==> src/rtl/seq_detector_param_if.sv <==
// Serial detector bus: qualified bit stream and pattern/counter control in,
// registered match pulse, progress and match count out.
interface seq_detector_param_if #(
    parameter int PAT_W = 5,
    parameter int CNT_W = 8
);
    localparam int ST_W = $clog2(PAT_W + 1);

    logic             x;
    logic             x_valid;
    logic             overlap;
    logic             pat_load;
    logic [PAT_W-1:0] pat_in;
    logic             cnt_clr;
    logic             z;
    logic [ST_W-1:0]  state;
    logic [CNT_W-1:0] match_cnt;

    modport master (
        output x, x_valid, overlap, pat_load, pat_in, cnt_clr,
        input  z, state, match_cnt
    );

    modport slave (
        input  x, x_valid, overlap, pat_load, pat_in, cnt_clr,
        output z, state, match_cnt
    );
endinterface

==> src/rtl/seq_detector_param.sv <==
// Runtime-loadable serial pattern detector with overlap control and saturating match count.
// Latency: z/state registered one cycle after the sampling edge; no backpressure, x_valid qualifies each bit.
module seq_detector_param #(
    parameter int               PAT_W   = 5,
    parameter logic [PAT_W-1:0] PATTERN = 5'b10110,
    parameter int               CNT_W   = 8
) (
    input  logic                clk,
    input  logic                rst,
    seq_detector_param_if.slave bus
);
    localparam int               ST_W    = $clog2(PAT_W + 1);
    localparam logic [ST_W-1:0]  FULL    = ST_W'(PAT_W);
    localparam logic [CNT_W-1:0] CNT_MAX = '1;

    logic [PAT_W-1:0] pattern;
    logic [PAT_W-1:0] history;
    logic [ST_W-1:0]  fill;
    logic [ST_W-1:0]  st_q;
    logic             z_q;
    logic [CNT_W-1:0] cnt_q;

    logic [PAT_W-1:0] hist_nxt;
    logic [ST_W-1:0]  fill_nxt;
    logic [ST_W-1:0]  k_nxt;
    logic             hit;
    logic             bump;
    logic [CNT_W-1:0] cnt_base;

    // Progress is the longest pattern prefix that is also a suffix of the
    // bits seen since restart; fill caps how far back history is trusted.
    always_comb begin
        hist_nxt = {history[PAT_W-2:0], bus.x};
        fill_nxt = (fill == FULL) ? FULL : fill + 1'b1;
        k_nxt    = '0;
        for (int k = 1; k <= PAT_W; k++) begin
            if ((ST_W'(k) <= fill_nxt) &&
                (((hist_nxt ^ (pattern >> (PAT_W - k))) &
                  ({PAT_W{1'b1}} >> (PAT_W - k))) == '0)) begin
                k_nxt = ST_W'(k);
            end
        end
        hit      = (k_nxt == FULL);
        bump     = bus.x_valid && !bus.pat_load && hit;
        cnt_base = bus.cnt_clr ? '0 : cnt_q;
    end

    always_ff @(posedge clk or negedge rst) begin
        if (!rst) begin
            pattern <= PATTERN;
            history <= '0;
            fill    <= '0;
            st_q    <= '0;
            z_q     <= 1'b0;
            cnt_q   <= '0;
        end else begin
            z_q <= 1'b0;
            if (bus.pat_load) begin
                pattern <= bus.pat_in;
                fill    <= '0;
                st_q    <= '0;
            end else if (bus.x_valid) begin
                history <= hist_nxt;
                // Non-overlap: state shows the full match this cycle, the next
                // sample then starts from an empty history.
                fill    <= (hit && !bus.overlap) ? '0 : fill_nxt;
                st_q    <= k_nxt;
                z_q     <= hit;
            end
            cnt_q <= (bump && (cnt_base != CNT_MAX)) ? cnt_base + 1'b1 : cnt_base;
        end
    end

    assign bus.z         = z_q;
    assign bus.state     = st_q;
    assign bus.match_cnt = cnt_q;
endmodule
==> src/flat_wrapper.sv <==
// flat-port wrapper written by rule: the top's interface ports become plain ports
module seq_detector_param_flat 
#(
    parameter int               PAT_W   = 5,
    parameter logic [PAT_W-1:0] PATTERN = 5'b10110,
    parameter int               CNT_W   = 8
)
  (clk, rst, bus_x, bus_x_valid, bus_overlap, bus_pat_load, bus_pat_in, bus_cnt_clr, bus_z, bus_state, bus_match_cnt);
  seq_detector_param_if #(.PAT_W(PAT_W), .CNT_W(CNT_W)) bus_i ();
  input  logic clk;
  input  logic rst;
  input wire logic [$bits(bus_i.x)-1:0] bus_x;
  input wire logic [$bits(bus_i.x_valid)-1:0] bus_x_valid;
  input wire logic [$bits(bus_i.overlap)-1:0] bus_overlap;
  input wire logic [$bits(bus_i.pat_load)-1:0] bus_pat_load;
  input wire logic [$bits(bus_i.pat_in)-1:0] bus_pat_in;
  input wire logic [$bits(bus_i.cnt_clr)-1:0] bus_cnt_clr;
  output wire logic [$bits(bus_i.z)-1:0] bus_z;
  output wire logic [$bits(bus_i.state)-1:0] bus_state;
  output wire logic [$bits(bus_i.match_cnt)-1:0] bus_match_cnt;
  assign bus_i.x = bus_x;
  assign bus_i.x_valid = bus_x_valid;
  assign bus_i.overlap = bus_overlap;
  assign bus_i.pat_load = bus_pat_load;
  assign bus_i.pat_in = bus_pat_in;
  assign bus_i.cnt_clr = bus_cnt_clr;
  assign bus_z = bus_i.z;
  assign bus_state = bus_i.state;
  assign bus_match_cnt = bus_i.match_cnt;
  seq_detector_param #(.PAT_W(PAT_W), .PATTERN(PATTERN), .CNT_W(CNT_W)) u_core (.clk(clk), .rst(rst), .bus(bus_i));
endmodule
==> config.mk <==
export PLATFORM = sky130hd
export DESIGN_NAME = seq_detector_param_flat
export DESIGN_NICKNAME = d
export VERILOG_FILES = /design/src/rtl/seq_detector_param_if.sv /design/src/rtl/seq_detector_param.sv /design/src/flat_wrapper.sv
export SDC_FILE = /design/constraint.sdc
export NUM_CORES = 1
export LEC_CHECK = 0
export BUFFER_PORTS_ARGS = -buffer_cell sky130_fd_sc_hd__buf_2
export CORE_MARGIN = 2
export CORE_UTILIZATION = 40
export DETAILED_ROUTE_END_ITERATION = 8
export PLACE_DENSITY = 0.69
export SETUP_SLACK_MARGIN = 0.2
export SYNTH_ARGS = -nofsm -noshare
export SYNTH_HDL_FRONTEND = slang
export SYNTH_SLANG_ARGS = --single-unit
==> constraint.sdc <==
create_clock -name clk -period 1.8 [get_ports clk]
set_input_delay 0.36 -clock clk [delete_from_list [all_inputs] [get_ports clk]]
set_output_delay 0.36 -clock clk [all_outputs]
set_load 0.02 [all_outputs]
==> flow_summary_export.csv <==
group,metric,value,unit
hold_path,hold_class,"input port to asynchronous set/reset pin",
global_routing,grt_pass1_wl,5.28,mm
timing,setup_viol,0,
setup_path,end_kind,"flop",
global_routing,grt_max_degree,25,
die,coreArea,3420,µm²
synth,netlist_instances,135,
clocking,numCtsBuffers,3,
setup_path,crit_required,2.02,ns
timing,rsz0062_at_grt,"true",
clocking,ctsHtreeMaxLevel,1,
synth,synth-edff-count,0,
setup_path,cp.arrival,1.92,ns
global_routing,grt_antenna_before_repair,0,
job,cap_violations,0,
setup_path,critPathMaxFanout,6,
die,start_util,0.426,
timing,finClkSkew,0.0151,ns
timing,slew_headroom,0.632,
run_status,status,"finished clean",
detailed_routing,drcViolationCount,0,
synth,seq_area_frac_synth,0.415,
detailed_routing,post_drt_wl_per_cell,14.0,µm
place,io_buffers,23,
setup_path,crit_type,"flop to flop",
timing,finalCritPeriodShare,0.945,
clocking,clockRootBuffer,"clkbuf_4",
power,p_leak,0.854,nW
clocking,cts.clk_slew.worst_paths,0.15,ns
clocking,cts_tree,"yes",
detailed_routing,drtIter0Drc,54,
cells_and_area,ff_latch_area,608,µm²
cells_and_area,multi_input_comb_area,892,µm²
timing,fmax,588,MHz
detailed_routing,dr_total_vias,1131,
setup_path,setup.worst_path.start_class,"flop",
synth,syn_nets,148,
clocking,cts_buffer_depth,2,
power,p_per_area,749,nW/µm²
cells_and_area,drive_above_1_share,0.471,
cells_and_area,fin_nets,188,
synth,ys_types,46,
die,num_rows,21,
global_routing,grt_util_all_layers,0.161,
die,pin_count,24,
clocking,clkSinkCount,24,
cells_and_area,n_fill_cell,300,
timing,finalWorstSetupSlack,0.0992,ns
die,die_area,4140,µm²
synth,synthFlopType,"dfrtp_1",
place,dp_slack,-0.0244,ns
synth,synth.avg_cell_area,10.8,µm²
clocking,clk_latency,0.32,ns
power,ir_drop,279,µV
detailed_routing,ant_nets,0,
power,p_total,1.41,mW
cells_and_area,diodes,0,
synth,yosys_register_bits,24,
place,dpl.hpwl,2.25,mm
cells_and_area,postLayoutCellArea,1880,µm²
cells_and_area,syn2layout_area_growth,29.1,%
synth,yosysWarnings,0,
die,die_x,64.3,µm
place,placed_area,1680,µm²
timing,period_needed,1.70,ns
timing,worstMarginPinSlew,0.551,ns
synth,synthArstFlopShare,1.00,
detailed_routing,avgViaCountPerCell,5.14,
timing,slew_viol_final,0,
place,gp_congestion,0.798,
timing,finalHoldViolations,0,
synth,syn_area,1460,µm²
global_routing,overflow,0,
detailed_routing,firstDrtPassIters,4,
die,die_h,64.3,µm
global_routing,grt_pass1_vias,1209,
detailed_routing,drt_wl_total,3.09,mm
layer usage:
layer | vias up | global-route usage | part of all wire
met5 | - | 0 | 0
met2 | 19 | 0.307 | 0.54
li1 | 546 | - | -
met4 | 0 | 0.0319 | 0.0052
met1 | 562 | 0.191 | 0.43
met3 | 4 | 0.0229 | 0.029
critical path, cell delays in order, from the launching register on:
cell and delay (ns):
dfstp_2 0.60, xnor2_2 0.14, nand4_4 0.18, buf_6 0.17, nor3_4 0.22, mux2_4 0.32
cells by family (layout without fill, tap and decap cells):
family                   Yosys count  after routing  share of synthesized area
AND/OR/NAND/NOR                   47             47                      0.199
flip-flops                        24             24                      0.415
XOR/XNOR                          21             21                      0.147
AO/OA/AOI/OAI                     20             20                      0.104
multiplexers                      12             12                     0.0937
buffers and inverters             10             49                     0.0327
adder cells (fa/ha/maj)            1              1                    0.00860
timing repair:
| action | in CTS | in global routing |
|---|---|---|
| setup buffers | 4 | 3 |
| setup endpoints to repair | 8 | 14 |
| resized for setup | 8 | 10 |
| pin swaps | 5 | 8 |
| hold buffers | 0 | 0 |
cells in the final DEF, fill, tap and decap left out, types with 2 or more instances in the layout:
cell type / synthesis / routed
nor2b_1: 3 / 3
mux2_2: 9 / 9
dfrtp_2: 0 / 3
nand2b_1: 3 / 3
a21oi_1: 4 / 3
nand4_1: 2 / 2
buf_4: 2 / 17
dfstp_2: 3 / 3
nand3_1: 3 / 3
dfrtp_1: 21 / 18
buf_2: 2 / 23
and2b_1: 4 / 3
xnor2_2: 4 / 5
xnor2_1: 13 / 12
a31oi_1: 2 / 2
nor3_1: 2 / 2
inv_1: 4 / 4
mux2i_1: 2 / 2
nand2_1: 6 / 5
xor2_1: 4 / 3
o21ai_0: 4 / 3
clkbuf_4: 0 / 3
nor2_1: 12 / 11
worst paths after layout:
| path | startpoint | to | slack, ns | cells after the start |
|---|---|---|---|---|
| worst max-delay path | u_core.pattern[4]$_DFFE_PN1P_ | u_core.bus.match_cnt[1]$_DFF_PN0_ | 0.1 | 5 |
| worst min-delay path | rst | u_core.fill[2]$_DFFE_PN0P_ | 0.006 | 1 |
| worst max register to register | u_core.pattern[4]$_DFFE_PN1P_ | u_core.bus.match_cnt[1]$_DFF_PN0_ | 0.1 | 5 |
| worst min register to register | u_core.bus.state[1]$_DFFE_PN0P_ | u_core.bus.state[1]$_DFFE_PN0P_ | 0.55 | 2 |
| max in group asynchronous | rst | u_core.history[0]$_DFFE_PN0P_ | 1.38 | 1 |
| min in group clk | bus_pat_in[2] | u_core.pattern[2]$_DFFE_PN1P_ | 0.28 | 2 |
cells in the mapped netlist, types with 2 or more instances:
| cell type | count | area, µm² |
|---|---|---|
| xor2_1 | 4 | 35.0 |
| xnor2_2 | 4 | 65.1 |
| buf_2 | 2 | 10.0 |
| nor2_1 | 12 | 45.0 |
| nand4_1 | 2 | 12.5 |
| a21oi_1 | 4 | 20.0 |
| nand2_1 | 6 | 22.5 |
| a31oi_1 | 2 | 12.5 |
| mux2i_1 | 2 | 20.0 |
| clkbuf_1 | 2 | 7.51 |
| dfstp_2 | 3 | 78.8 |
| inv_1 | 4 | 15.0 |
| nor2b_1 | 3 | 18.8 |
| nand3_1 | 3 | 15.0 |
| o21ai_0 | 4 | 20.0 |
| dfrtp_1 | 21 | 526 |
| nor3_1 | 2 | 10.0 |
| buf_4 | 2 | 15.0 |
| nand2b_1 | 3 | 18.8 |
| xnor2_1 | 13 | 114 |
| and2b_1 | 4 | 30.0 |
| mux2_2 | 9 | 101 |
sequential cells by signal, summed over array words and instances (netlist names):
signal,count
u_core.pattern,5
u_core.bus.z,1
u_core.bus.state,3
u_core.history,4
u_core.fill,3
u_core.bus.match_cnt,8
per-stage QoR:
step                      hold slack [ns]   util  setup TNS [ns]  instances
after floorplan                    0.0644      -               0        135
after global placement              0.371  0.493               0        209
after detailed placement            0.385  0.493         -0.0244        209
after CTS                          0.0164  0.529               0        217
after global routing               0.0181  0.550               0        220
final                             0.00633  0.550               0        220
cell type report:
type / instances / share of cell area
Inverter: 4 / 0.00799
Clock buffer: 3 / 0.0120
Sequential cell: 24 / 0.324
Tap cell: 46 / 0.0306
Multi-Input combinational cell: 101 / 0.475
Clock inverter: 1 / 0.0160
Timing Repair Buffer: 41 / 0.135
power breakdown:
part	leakage [nW]	switching (mW)	internal [mW]
Sequential	0.305	0.0725	0.591
Clock	0.0279	0.167	0.225
Combinational	0.521	0.159	0.193
Total	0.854	0.399	1.01
Note: power is estimated with default switching activity, not from simulation.
